### config.mk
export PLATFORM = sky130hd
export DESIGN_NAME = multicycle_control_unit
export DESIGN_NICKNAME = d
export VERILOG_FILES = /design/src/rtl/multicycle_control_unit.sv
export SDC_FILE = /design/constraint.sdc
export NUM_CORES = 1
export LEC_CHECK = 0
export ABC_AREA = 1
export BUFFER_PORTS_ARGS = -buffer_cell sky130_fd_sc_hd__buf_2
export CORE_MARGIN = 2
export CORE_UTILIZATION = 39
export CTS_BUF_LIST = sky130_fd_sc_hd__clkbuf_4 sky130_fd_sc_hd__clkbuf_8 sky130_fd_sc_hd__clkbuf_16
export DETAILED_ROUTE_END_ITERATION = 7
export GPL_TIMING_DRIVEN = 1
export PLACE_DENSITY = 0.8
export SLEW_MARGIN = 40
export SYNTH_ARGS = -nofsm -noshare
export SYNTH_HDL_FRONTEND = slang
export SYNTH_SLANG_ARGS = --single-unit
export TNS_END_PERCENT = 50
### constraint.sdc
create_clock -name clk -period 1.4 [get_ports clk]
set_clock_uncertainty 0.1 [all_clocks]
set_input_delay 0.14 -clock clk [delete_from_list [all_inputs] [get_ports clk]]
set_output_delay 0.14 -clock clk [all_outputs]
set_load 0.05 [all_outputs]
### src/rtl/multicycle_control_unit.sv
// Multi-cycle RV32I control FSM: sequences fetch/decode/execute/memory/writeback and drives ALU and datapath selects.
// Optional performance counters are enabled with `define PERF_COUNTER_EN.

`ifndef FUNC_ADD
`define FUNC_ADD  4'd0
`define FUNC_SUB  4'd1
`define FUNC_SLL  4'd2
`define FUNC_XOR  4'd3
`define FUNC_SRL  4'd4
`define FUNC_OR   4'd5
`define FUNC_AND  4'd6
`define FUNC_BEQ  4'd7
`define FUNC_BNE  4'd8
`define FUNC_BLT  4'd9
`define FUNC_BGE  4'd10
`define FUNC_JALR 4'd11
`endif

module multicycle_control_unit #(
    parameter int CNT_WIDTH = 32
) (
    input  logic                 clk,
    input  logic                 reset,
    input  logic [6:0]           opcode,
    input  logic [2:0]           funct3,
    input  logic                 funct7_5,
    input  logic                 alu_bcond,
    input  logic                 mem_ready,
    input  logic                 halt_req,
    output logic [3:0]           alu_op,
    output logic [1:0]           alu_src_a,
    output logic                 alu_src_b,
    output logic                 aluout_write,
    output logic                 ir_write,
    output logic                 mem_read,
    output logic                 mem_write,
    output logic                 i_or_d,
    output logic                 reg_write,
    output logic [1:0]           wb_sel,
    output logic                 pc_write,
    output logic [1:0]           pc_src,
    output logic                 is_halted,
    output logic [2:0]           state,
    output logic [CNT_WIDTH-1:0] cycle_count,
    output logic [CNT_WIDTH-1:0] instr_count
);

    localparam logic [6:0] OP_R      = 7'b0110011;
    localparam logic [6:0] OP_I      = 7'b0010011;
    localparam logic [6:0] OP_LOAD   = 7'b0000011;
    localparam logic [6:0] OP_STORE  = 7'b0100011;
    localparam logic [6:0] OP_BRANCH = 7'b1100011;
    localparam logic [6:0] OP_JAL    = 7'b1101111;
    localparam logic [6:0] OP_JALR   = 7'b1100111;
    localparam logic [6:0] OP_LUI    = 7'b0110111;
    localparam logic [6:0] OP_AUIPC  = 7'b0010111;
    localparam logic [6:0] OP_SYSTEM = 7'b1110011;

    typedef enum logic [2:0] {
        S_IF   = 3'd0,
        S_ID   = 3'd1,
        S_EX   = 3'd2,
        S_MEM  = 3'd3,
        S_WB   = 3'd4,
        S_HALT = 3'd5
    } state_t;

    state_t r_state;
    state_t w_nextState;
    logic   w_isLoad;
    logic   w_isJump;

    function automatic logic [3:0] aluFunc(input logic [2:0] f3, input logic useSub);
        case (f3)
            3'b000:  aluFunc = useSub ? `FUNC_SUB : `FUNC_ADD;
            3'b001:  aluFunc = `FUNC_SLL;
            3'b100:  aluFunc = `FUNC_XOR;
            3'b101:  aluFunc = `FUNC_SRL;
            3'b110:  aluFunc = `FUNC_OR;
            3'b111:  aluFunc = `FUNC_AND;
            default: aluFunc = `FUNC_ADD;
        endcase
    endfunction

    function automatic logic [3:0] branchFunc(input logic [2:0] f3);
        case (f3)
            3'b001:         branchFunc = `FUNC_BNE;
            3'b100, 3'b110: branchFunc = `FUNC_BLT;
            3'b101, 3'b111: branchFunc = `FUNC_BGE;
            default:        branchFunc = `FUNC_BEQ;
        endcase
    endfunction

    assign w_isLoad = (opcode == OP_LOAD);
    assign w_isJump = (opcode == OP_JAL) || (opcode == OP_JALR);
    assign state    = r_state;

    // Outputs and next state; everything is forced low while reset is asserted.
    always_comb begin
        w_nextState  = r_state;
        alu_op       = `FUNC_ADD;
        alu_src_a    = 2'd0;
        alu_src_b    = 1'b0;
        aluout_write = 1'b0;
        ir_write     = 1'b0;
        mem_read     = 1'b0;
        mem_write    = 1'b0;
        i_or_d       = 1'b0;
        reg_write    = 1'b0;
        wb_sel       = 2'd0;
        pc_write     = 1'b0;
        pc_src       = 2'd0;
        is_halted    = 1'b0;
        if (!reset) begin
            case (r_state)
                S_IF: begin
                    mem_read = 1'b1;
                    ir_write = mem_ready;
                    if (mem_ready) w_nextState = S_ID;
                end
                S_ID: begin
                    alu_src_b    = 1'b1;
                    aluout_write = 1'b1;
                    w_nextState  = S_EX;
                end
                S_EX: begin
                    w_nextState = S_WB;
                    case (opcode)
                        OP_R: begin
                            alu_src_a    = 2'd1;
                            alu_op       = aluFunc(funct3, funct7_5);
                            aluout_write = 1'b1;
                        end
                        OP_I: begin
                            alu_src_a    = 2'd1;
                            alu_src_b    = 1'b1;
                            alu_op       = aluFunc(funct3, 1'b0);
                            aluout_write = 1'b1;
                        end
                        OP_LOAD, OP_STORE: begin
                            alu_src_a    = 2'd1;
                            alu_src_b    = 1'b1;
                            aluout_write = 1'b1;
                            w_nextState  = S_MEM;
                        end
                        // ALUOut still holds the ID-computed target, so it must not be overwritten.
                        OP_BRANCH: begin
                            alu_src_a   = 2'd1;
                            alu_op      = branchFunc(funct3);
                            pc_write    = 1'b1;
                            pc_src      = alu_bcond ? 2'd1 : 2'd0;
                            w_nextState = S_IF;
                        end
                        OP_JAL: begin
                        end
                        OP_JALR: begin
                            alu_src_a    = 2'd1;
                            alu_src_b    = 1'b1;
                            alu_op       = `FUNC_JALR;
                            aluout_write = 1'b1;
                        end
                        OP_LUI: begin
                            alu_src_a    = 2'd2;
                            alu_src_b    = 1'b1;
                            aluout_write = 1'b1;
                        end
                        OP_AUIPC: begin
                            alu_src_b    = 1'b1;
                            aluout_write = 1'b1;
                        end
                        OP_SYSTEM: begin
                            if (halt_req) begin
                                w_nextState = S_HALT;
                            end else begin
                                pc_write    = 1'b1;
                                w_nextState = S_IF;
                            end
                        end
                        default: begin
                            pc_write    = 1'b1;
                            w_nextState = S_IF;
                        end
                    endcase
                end
                S_MEM: begin
                    i_or_d    = 1'b1;
                    mem_read  = w_isLoad;
                    mem_write = !w_isLoad;
                    if (mem_ready) begin
                        if (w_isLoad) begin
                            w_nextState = S_WB;
                        end else begin
                            pc_write    = 1'b1;
                            w_nextState = S_IF;
                        end
                    end
                end
                S_WB: begin
                    reg_write   = 1'b1;
                    pc_write    = 1'b1;
                    wb_sel      = w_isLoad ? 2'd1 : (w_isJump ? 2'd2 : 2'd0);
                    pc_src      = w_isJump ? 2'd1 : 2'd0;
                    w_nextState = S_IF;
                end
                S_HALT: begin
                    is_halted   = 1'b1;
                    w_nextState = S_HALT;
                end
                default: w_nextState = S_IF;
            endcase
        end
    end

    always_ff @(posedge clk or posedge reset) begin
        if (reset) r_state <= S_IF;
        else       r_state <= w_nextState;
    end

`ifdef PERF_COUNTER_EN
    logic                 w_retire;
    logic [CNT_WIDTH-1:0] r_cycleCount;
    logic [CNT_WIDTH-1:0] r_instrCount;

    // The halting ECALL also counts as a retired instruction even though IF is never re-entered.
    assign w_retire = ((w_nextState == S_IF) && (r_state != S_IF)) ||
                      ((r_state == S_EX) && (w_nextState == S_HALT));

    always_ff @(posedge clk or posedge reset) begin
        if (reset) begin
            r_cycleCount <= '0;
            r_instrCount <= '0;
        end else begin
            if (r_state != S_HALT) r_cycleCount <= r_cycleCount + CNT_WIDTH'(1);
            if (w_retire)          r_instrCount <= r_instrCount + CNT_WIDTH'(1);
        end
    end

    assign cycle_count = r_cycleCount;
    assign instr_count = r_instrCount;
`else
    assign cycle_count = {CNT_WIDTH{1'b0}};
    assign instr_count = {CNT_WIDTH{1'b0}};
`endif

endmodule
After elaboration in Yosys (flattened, before gate mapping)
Index checks and enable logic that the tools add are counted.
{ "totals": {"register_bits": 3, "in_bits": 16, "output_inout_bits": 86, "word_cells": 86} }
{ "op_classes": {"eq_ne": 22, "muxes": 49, "bitwise_logic": 1, "n_reduce_logical": 13} }
{ "op_table": {"columns": ["cell", "count"], "rows": [
  ["3-bit one-hot mux with 5 select lines", 2],
  ["7-bit == test (second input constant)", 4],
  ["1-bit 2-to-1 mux", 24],
  ["7-bit by 6-bit == test with 1-bit output (second input constant)", 3],
  ["3-bit == test (second input constant)", 6],
  ["3-bit one-hot mux with 6 select lines", 1],
  ["6-bit OR reduction", 3],
  ["4-bit one-hot mux with 4 select lines", 1],
  ["7-bit by 5-bit == test with 1-bit output (second input constant)", 2],
  ["2-bit 2-to-1 mux", 6],
  ["3-bit 2-to-1 mux", 4],
  ["4-bit one-hot mux with 3 select lines", 1],
  ["1-bit one-hot mux with 2 select lines", 5],
  ["3-bit one-hot mux with 3 select lines", 1],
  ["4-bit 2-to-1 mux", 2],
  ["8-bit OR reduction", 1],
  ["7-bit by 2-bit == test with 1-bit output (second input constant)", 1],
  ["7-bit OR reduction", 1],
  ["3-bit by 1-bit == test with 1-bit output (second input constant)", 2],
  ["3-bit by 2-bit == test with 1-bit output (second input constant)", 2],
  ["3-bit logical NOT", 2],
  ["2-bit OR reduction", 3],
  ["2-bit inequality test (second input constant)", 2],
  ["2-bit one-hot mux with 2 select lines", 1],
  ["5 further kinds", 5]
]} }

Depth between registers and ports, before layout
Gate-level depths: netlist of the first run.
{ "depth": {"word_depth": 6, "depth_mapped": 9, "depth_no_buf": 9} }

Least setup slack after synthesis of the first run
Ideal clock, no wire load.
{ "synth_timing": {"path_type": "reg2out", "start": "register r_state[1], in the netlist state[1]", "end": "output port pc_src[0]", "arrival_ps": 2625, "required_ps": 1160, "path_slack_ps": -1465, "stages_incl_launch_ff": 5, "n_path_buf": 0, "cell_sequence": "dfrtp_1 > inv_1 > nand4_1 > nor3_1 > a31o_1"} }
{ "synth_via": {"elab_chain_len": 3, "elab_cells_between_ends": 4, "classes_between": "2 x eq/ne; 2 x mux"} }
{ "synth_rtl": {"columns": ["item", "line", "text"], "rows": [
  ["from (decl)", "68", "state_t r_state;"],
  ["from (signal assigned)", "216", "else r_state <= w_nextState;"],
  ["3-bit == test or 3-bit by 2-bit == test with 1-bit output (tied branches)", "115", "case (r_state)"],
  ["1-bit one-hot mux with 2 select lines (*)", "115", null],
  ["1-bit 2-to-1 mux (*)", "114", "if (!reset) begin"],
  ["to (decl)", "41", "output logic [1:0] pc_src,"]
]} }
Every way passes the cells marked *; elsewhere a longest branch is shown, timed or not.

Worst setup path after layout of the first run
{ "layout_timing": {"start": "register r_state[0], in the netlist state[0]", "end": "output port pc_write"} }
{ "layout_via": {"elab_chain_len": 3, "elab_cells_between_ends": 5, "classes_between": "3 x eq/ne; 2 x mux"} }
{ "layout_rtl": {"columns": ["item", "line", "text"], "rows": [
  ["3-bit == test or 3-bit by 2-bit == test with 1-bit output (tied branches)", "115", null],
  ["1-bit one-hot mux with 3 select lines (*)", "115", null],
  ["1-bit 2-to-1 mux (*)", "114", null],
  ["to (decl)", "40", "output logic pc_write,"]
]} }
Marks and branches as above.

==> flow_summary_export.csv, run 1 <==
group,metric,value,unit
hold_path,worstHoldStart,"halt_req",
power_and_ir_drop,p_leak,0.993,nW
cts,insertion_delay,230,ps
critical_path,reg2reg_depth,8,
yosys,synth_area,0.00121,mm²
timing,rsz0062_at_grt,"true",
timing,period_minus_slack,1820,ps
status,status,"complete, but fails checks",
yosys,ys_seq_area_share,6.20,%
place,post-dp-hpwl,2320,µm
cells_and_area,final_common_cell,"conb_1",
cts,cts_max_path_buffers,2,
cells_and_area,antenna_cells,0,
hold_path,hold_class,"in2reg",
cells_and_area,stdcell_count,314,
cells_and_area,layout_common_cells,"conb_1 (65), buf_4 (40), nand2_1 (24)",
cts,htreeDepth,1,
cells_and_area,largest_reg_flops,3,
floorplan,fp.dieArea,0.00357,mm²
yosys,syn_inst,197,
floorplan,initial_utilization,40.3,%
grt,overflow,0,
critical_path,cp.arrival,1580,ps
timing,timing.final.ws_setup,-418,ps
hold_path,whs_path_depth,5,
place,place_congestion,0.869,
critical_path,endpoint_kind,"primary output",
critical_path,start_kind,"flip-flop",
drt,drt_iter0_drc,33,
drt,drc,0,
floorplan,io_pins,102,
yosys,yosysTopAreaCellShare,40.3,%
drt,postRouteAntennaNets,0,
yosys,synth-seq-cells,3,
cells_and_area,drive_above_1_share,44.5,%
yosys,synth.largest_area_cell,"buf_4",
critical_path,r2r_end,"state[0]",
yosys,synth_edf_count,0,
timing,max_freq,550,MHz
critical_path,critPathRequiredTime,1160,ps
critical_path,path_class,"reg2out",
floorplan,row_count,20,
yosys,ys_warn_count,0,
place,dpl.cell_count,305,
cts,clock-sinks,3,
critical_path,critPathSlowestCell,"dfrtp_2",
flow_run,drv_cap,0,
floorplan,core,0.00300,mm²
critical_path,path_cells,"nor3_4, inv_2, nor2_4, nand2_1, nand3b_1, nand2_4, buf_8",
cts,cts_root_buf,"clkbuf_4",
cts,cts_tree,"built",
critical_path,crit_fanout,4,
grt,grt_pass1_wl,4620,µm
drt,vias,1320,
power_and_ir_drop,total_power,2.01,mW
grt,antenna_found_initial,0,
timing,maxSlewViolCount,0,
drt,firstDrtPassIters,4,
drt,viasPerCell,4.20,
critical_path,r2r_slack,-110,ps
floorplan,die_y,59.7,µm
cts,path_clk_slew,40,ps
yosys,ys_types,29,
place,portBuffers,36,
status,failed_checks,"negative setup slack",
timing,setup_viol_count_final,21,
yosys,synth.area.top_cells,"buf_4 (40%), nand2_1 (7.7%), nor2_1 (7.7%)",
power_and_ir_drop,ir_worst_vdd,0.000382,V
yosys,synthFlopType,"dfrtp_1",
grt,grt_pass1_vias,1130,
cells_and_area,area_delta_synth_final,53.7,%
critical_path,cpPeakStageDelay,430,ps
hold_path,hold_path_end,"state[0]",
critical_path,r2r_start,"state[0]",
cells_and_area,layout.nets,298,
power_and_ir_drop,p_per_area,1080,mW/mm²
drt,post_drt_wl_per_cell,9.18,µm
timing,finalCritPeriodShare,130,%
grt,grt_use_total,16.7,%
drt,wl,2880,µm
yosys,avgSynthCellArea,6.15,µm²
timing,hold_viol,0,
floorplan,die_w,59.7,µm
yosys,async_reset_ff_share,100,%
grt,grt_max_degree,10,
cts,cts_buffers,3,
power breakdown:
group          internal [mW]  switching [mW]
logic                  0.538            1.14
registers              0.123          0.0403
clock network          0.126          0.0442
total                  0.787            1.23
area by class of cell:
type | count | area [µm²]
timing repair buffer | 82 | 674
inverter | 23 | 91.3
tap | 33 | 41.3
multi-input combinational | 169 | 946
sequential | 3 | 78.8
clock buffer | 4 | 30.0
fill | 262 | 1140
cells by family after synthesis:
family / synth area share, %
other: 0.310
buffers and inverters: 48.3
AOI/OAI and AO/OA: 9.92
and+or+nand+nor: 35.2
DFF: 6.20
cell usage after synthesis (2+ instances only):
| master | count |
|---|---|
| nand3_1 | 12 |
| inv_1 | 20 |
| dfrtp_1 | 3 |
| nor3_1 | 6 |
| nor2_1 | 25 |
| nor2_4 | 2 |
| inv_2 | 3 |
| a21oi_1 | 8 |
| o21ai_0 | 4 |
| nand4_1 | 3 |
| nand3b_1 | 2 |
| nor2_2 | 2 |
| buf_4 | 65 |
| nand2_1 | 25 |
| nand2_2 | 3 |
metal layers:
metal	global-route usage [%]	up-vias	routed length, µm
met3	1.30	6	177
met4	6.35	0	46
li1	-	668	-
met5	0	-	0
met1	20.1	577	1140
met2	30.4	69	1520
how the worst max path moves through the flow:
stage,endpoint,cells past startpoint,start
2_1_floorplan,alu_src_a[1],5,state[2]
3_3_place_gp,pc_write,7,state[2]
3_5_place_dp,pc_write,7,state[2]
4_1_cts,pc_write,7,state[0]
5_1_grt,pc_write,8,state[1]
6_report,pc_write,7,state[0]
repair_timing:
item                       in CTS  in global routing
hold buffers                    1                  0
pin swaps                       7                  2
resized for setup              47                  9
setup buffers                   3                  1
hold endpoints to repair        3                  0
setup endpoints to repair      21                 21
worst max-delay path: cells and delay by family (launching register included):
kind	cells	cell delay [ps]
AND/OR/NAND/NOR	5	710
flip-flops	1	430
buffers and inverters	2	200
through the flow:
stage / TNS, ps / cell area [µm²] / hold WS [ps] / utilization [%] / setup WS (ps)
2_1_floorplan: -5850 / 1570 / -43.0 / - / -552
3_3_place_gp: -2460 / 1600 / 30.7 / 53.4 / -261
3_5_place_dp: -2740 / 1600 / 37.4 / 53.4 / -307
4_1_cts: -4930 / 1830 / 201 / 60.8 / -425
5_1_grt: -6330 / 1860 / 268 / 62.0 / -486
6_report: -4890 / 1860 / 205 / 62.0 / -418
Note: power is estimated with default switching activity, not from simulation.
==> run 2: changes to the inputs <==
Clock period 1.4 ns to 2 ns, I/O delays scaled along.
==> run 2 against run 1 <==
The flow now finishes without violations. Power is 44% lower. Final area shrank 28%. First-iteration DRC count up 36%. Utilization down 17 points. Sequential power is 28% lower. Global-route usage decreased by 3.6 points. Register-to-register slack better by 700 ps. Wire length is 12% lower. Via count fell by 11%. Die area unchanged. Combinational power shrank 47%. Worst hold slack improved by 55 ps. Critical path type unchanged. Largest power group unchanged. Highest routed layer unchanged.
==> flow_summary_export.csv, run 2 (synthesis gave the netlist of run 1 again) <==
group,metric,value,unit
power_and_ir_drop,p_leak,0.764,nW
critical_path,start_kind,"flip-flop",
drt,drc,0,
critical_path,r2r_start,"state[2]",
cells_and_area,area_delta_synth_final,10.6,%
grt,grt_pass1_vias,904,
hold_path,hold_class,"in2reg",
critical_path,crit_fanout,6,
critical_path,endpoint_kind,"primary output",
critical_path,path_class,"reg2out",
drt,drt_iter0_drc,45,
grt,grt_pass1_wl,3640,µm
place,post-dp-hpwl,2110,µm
timing,setup-tns-final,0,ps
cts,htreeDepth,1,
cells_and_area,layout.nets,258,
cts,path_clk_slew,40,ps
timing,hold_viol,0,
power_and_ir_drop,p_per_area,838,mW/mm²
drt,postRouteAntennaNets,0,
timing,max_freq,515,MHz
floorplan,fp.dieArea,0.00357,mm²
critical_path,worst-path-buf-inv,4,
grt,antenna_found_initial,0,
flow_run,drv_cap,0,
drt,viasPerCell,4.28,
cells_and_area,final_common_cell,"conb_1",
floorplan,core,0.00300,mm²
grt,grt_max_degree,10,
critical_path,reg2reg_depth,6,
cells_and_area,drive_above_1_share,30.3,%
timing,maxSlewViolCount,0,
cells_and_area,largest_reg_flops,3,
critical_path,critPathTopFamily,"buffers and inverters",
drt,wl,2530,µm
critical_path,critPathSlowestCell,"dfrtp_2",
floorplan,die_w,59.7,µm
critical_path,cpPeakStageDelay,370,ps
cts,cts_buffers,3,
critical_path,r2r_slack,590,ps
drt,post_drt_wl_per_cell,9.22,µm
drt,firstDrtPassIters,4,
status,status,"finished clean",
floorplan,initial_utilization,40.3,%
timing,finalCritPeriodShare,97.2,%
timing,setup_viol_count_final,0,
cts,clock-sinks,3,
cts,insertion_delay,230,ps
critical_path,path_common_cell,"inv_2",
cts,cts_root_buf,"clkbuf_4",
cts,cts_tree,"built",
critical_path,path_cells,"inv_2, nor3_4, inv_2, nor2_4, inv_2, a211oi_2, buf_2",
timing,period_minus_slack,1940,ps
grt,grt_use_total,13.1,%
cells_and_area,antenna_cells,0,
grt,overflow,0,
critical_path,r2r_end,"state[0]",
hold_path,whs_path_depth,5,
critical_path,critPathRequiredTime,1700,ps
cells_and_area,layout_common_cells,"conb_1 (65), buf_2 (30), nor2_1 (25)",
place,pre_cts_ws,197,ps
floorplan,io_pins,102,
floorplan,die_y,59.7,µm
critical_path,cp.arrival,1640,ps
drt,vias,1172,
hold_path,worstHoldStart,"halt_req",
floorplan,row_count,20,
cts,cts_max_path_buffers,2,
hold_path,hold_path_end,"state[0]",
cells_and_area,utilization,44.6,%
place,portBuffers,36,
place,place_congestion,0.926,
timing,timing.final.ws_setup,56.8,ps
power_and_ir_drop,ir_worst_vdd,0.000340,V
run 2: changes by cell type in the layout (fill, tap and decap cells not counted), sizes merged:
cell,previous run,this run
buf,81,37
clkbuf,4,8
run 2: report_power, final:
group / switching [mW] / internal (mW) / leakage (nW)
logic: 0.709 / 0.175 / 0.710
registers: 0.0313 / 0.0862 / 0.0350
clock network: 0.0332 / 0.0884 / 0.0184
total: 0.774 / 0.350 / 0.764
run 2: worst max path at each step:
| stage | start | end | slack, ps | cells past startpoint |
|---|---|---|---|---|
| floorplan | state[1] | pc_src[0] | -180 | 4 |
| global placement | state[2] | pc_write | 210 | 8 |
| detailed placement | state[2] | pc_write | 200 | 7 |
| CTS | state[2] | alu_src_a[1] | 4 | 6 |
| global route | state[1] | alu_op[3] | -10 | 7 |
| finish | state[1] | alu_op[3] | 60 | 7 |
run 2: worst min-delay path, stage by stage:
cell and delay, ps:
buf_2 100, nand4_1 90, nand4_1 70, nand2_1 50
nand2_1 50
run 2: layer usage:
| layer | up-vias | wire, µm | global-route usage (%) |
|---|---|---|---|
| met2 | 67 | 1260 | 22.7 |
| met4 | 0 | 57 | 6.67 |
| li1 | 585 | - | - |
| met1 | 512 | 1020 | 15.9 |
| met5 | - | 0 | 0 |
| met3 | 8 | 193 | 1.30 |
run 2: layout make-up:
cell class,instances,area (µm²)
clock buffer,4,30.0
fill,335,1660
inverter,23,86.3
multi-input combinational,169,857
sequential,3,78.8
tap,33,41.3
timing repair buffer,42,246
run 2: timing repair:
action	in CTS	in global routing
buffers inserted	0	3
setup endpoints to repair	2	9
hold endpoints to repair	3	0
pin swaps	0	2
hold buffers	1	0
gates resized for setup	2	7
run 2: metrics by stage:
step	hold slack, ps	instance area [µm²]	total power [mW]	instances
floorplan	6.50	1520	0.926	261
global placement	-3.20	1250	0.942	266
detailed placement	-3.73	1250	0.949	266
CTS	258	1300	1.08	271
global route	309	1340	1.19	274
finish	260	1340	1.12	274
==> run 3: changes to the inputs <==
Settings changed: CELL_PAD_IN_SITES_DETAIL_PLACEMENT from default to 1, CELL_PAD_IN_SITES_GLOBAL_PLACEMENT from default to 2, CORE_UTILIZATION 39 to 17, HOLD_SLACK_MARGIN from default to 0.08, PLACE_DENSITY 0.8 to 0.79.
==> run 3 against run 2 <==
Power grew 6.5%. Highest routed layer is now met3. Worst hold slack improved by 32 ps. Sequential share of layout area decreased by 0.36 points. Sequential power is 6% higher. Register-to-register slack lost 40 ps. Largest power group unchanged. Sequential cell count unchanged.
==> flow_summary_export.csv, run 3 (synthesis gave the netlist of run 1 again) <==
group,metric,value,unit
power_and_ir_drop,ir_worst_vdd,0.000190,V
critical_path,cp.arrival,1610,ps
power_and_ir_drop,p_int,398,µW
power_and_ir_drop,p_per_area,838,mW/mm²
cts,insertion_delay,220,ps
power_and_ir_drop,p_sw,798,µW
timing,finalCritPeriodShare,95.4,%
cells_and_area,drive_above_1_share,30.7,%
critical_path,start_kind,"flip-flop",
cts,cts_max_path_buffers,2,
cells_and_area,fillers,904,
power_and_ir_drop,total_power,1.20,mW
floorplan,initial_utilization,17.7,%
drt,wl,3290,µm
grt,grt_use_total,7.74,%
place,dpl.cell_count,331,
flow_run,drv_cap,0,
cts,path_clk_slew,30,ps
drt,postRouteAntennaNets,0,
timing,setup-tns-final,0,ps
place,placed_area,0.00135,mm²
place,post-dp-hpwl,2850,µm
drt,drt_iter0_drc,25,
drt,vias,1160,
timing,maxSlewViolCount,0,
floorplan,fp.dieArea,0.00782,mm²
timing,rsz0062_at_grt,"false",
power_and_ir_drop,p_comb_share,73.5,%
critical_path,endpoint_kind,"primary output",
timing,period_minus_slack,1910,ps
timing,max_freq,524,MHz
critical_path,path_class,"reg2out",
place,portBuffers,36,
floorplan,io_pins,102,
critical_path,crit_fanout,6,
cells_and_area,layout.nets,258,
drt,viasPerCell,3.43,
floorplan,die_y,88.4,µm
place,pre_cts_ws,172,ps
floorplan,core,0.00683,mm²
cts,cts_tree,"built",
power_and_ir_drop,power_frac_seq,10.4,%
cells_and_area,finalInstanceArea,0.00143,mm²
grt,grt_pass1_wl,4940,µm
cells_and_area,stdcell_count,338,
timing,timing.final.ws_setup,91.2,ps
timing,hold_viol,0,
cts,cts_buffers,3,
grt,grt_max_degree,10,
grt,grt_pass1_vias,1082,
drt,post_drt_wl_per_cell,9.73,µm
power_and_ir_drop,p_leak,0.773,nW
cells_and_area,area_delta_synth_final,17.9,%
drt,drc,0,
floorplan,die_w,88.4,µm
power_and_ir_drop,switching_share,66.7,%
drt,firstDrtPassIters,4,
power_and_ir_drop,pwr-share-clk,16.1,%
grt,overflow,0,
cells_and_area,final_common_cell,"conb_1",
hold_path,hold_class,"in2reg",
cts,clock-sinks,3,
critical_path,critPathRequiredTime,1700,ps
status,status,"finished clean",
grt,antenna_found_initial,1,
floorplan,row_count,30,
cells_and_area,largest_reg_flops,3,
timing,setup_viol_count_final,0,
cells_and_area,layout_common_cells,"conb_1 (65), buf_2 (35), nor2_1 (25)",
place,place_congestion,0.793,
cts,cts_root_buf,"clkbuf_8",
cts,htreeDepth,1,
==> run 3: power by group through the flow <==
stage                     registers [mW]  logic (mW)  clock network, mW
after floorplan                    0.186       0.740                  0
after global placement             0.116       0.864                  0
after detailed placement           0.120       0.860                  0
after CTS                          0.120       0.870              0.192
after global routing               0.130       0.938              0.199
final                              0.125       0.879              0.193
==> run 3: what timing repair did <==
item | in CTS | in global routing
endpoints found under the hold margin | 3 | 0
endpoints found under the setup margin | 1 | 5
hold buffers | 1 | 0
pin swaps | 0 | 1
buffers inserted | 0 | 1
gates resized for setup | 1 | 4
==> run 3: per-stage QoR <==
stage	hold slack, ps	utilization (%)
after floorplan	6.50	-
after global placement	-4.92	19.7
after detailed placement	-0.449	19.7
after CTS	303	20.6
after global routing	339	20.9
final	292	20.9
==> run 3: critical path, cell delays in order, from the launching register on <==
cell and delay, ps:
dfrtp_2 450, nor3_4 200, inv_2 60, nor2_4 140
o21ai_2 120, a31oi_4 140, buf_2 280
==> run 3: worst paths after layout <==
kind                                from  cells past startpoint         to  slack [ps]
worst max-delay path            state[0]                      6  alu_op[0]          90
worst min-delay path            halt_req                      5   state[0]         290
worst max register to register  state[0]                      6   state[0]         550
worst min register to register  state[2]                      2   state[2]         590
max in group asynchronous          reset                      3   state[0]        1280
min in group asynchronous          reset                      3   state[1]         350
==> run 3: cell type report <==
class | count | area, µm² | area share, %
clock buffers | 4 | 48.8 | 3.42
well taps | 96 | 120 | 8.41
inverters | 23 | 86.3 | 6.05
diodes | 1 | 2.50 | 0.175
repair buffers | 42 | 234 | 16.4
multi-input cells | 169 | 857 | 60.0
flip-flops and latches | 3 | 78.8 | 5.52
==> run 3: routing by layer <==
layer,routed length [µm],GRT usage (%),vias up
li1,-,-,584
met1,1280,8.87,523
met2,1720,15.2,53
met3,292,1.77,0
met4,0,0.413,0
met5,0,0,-
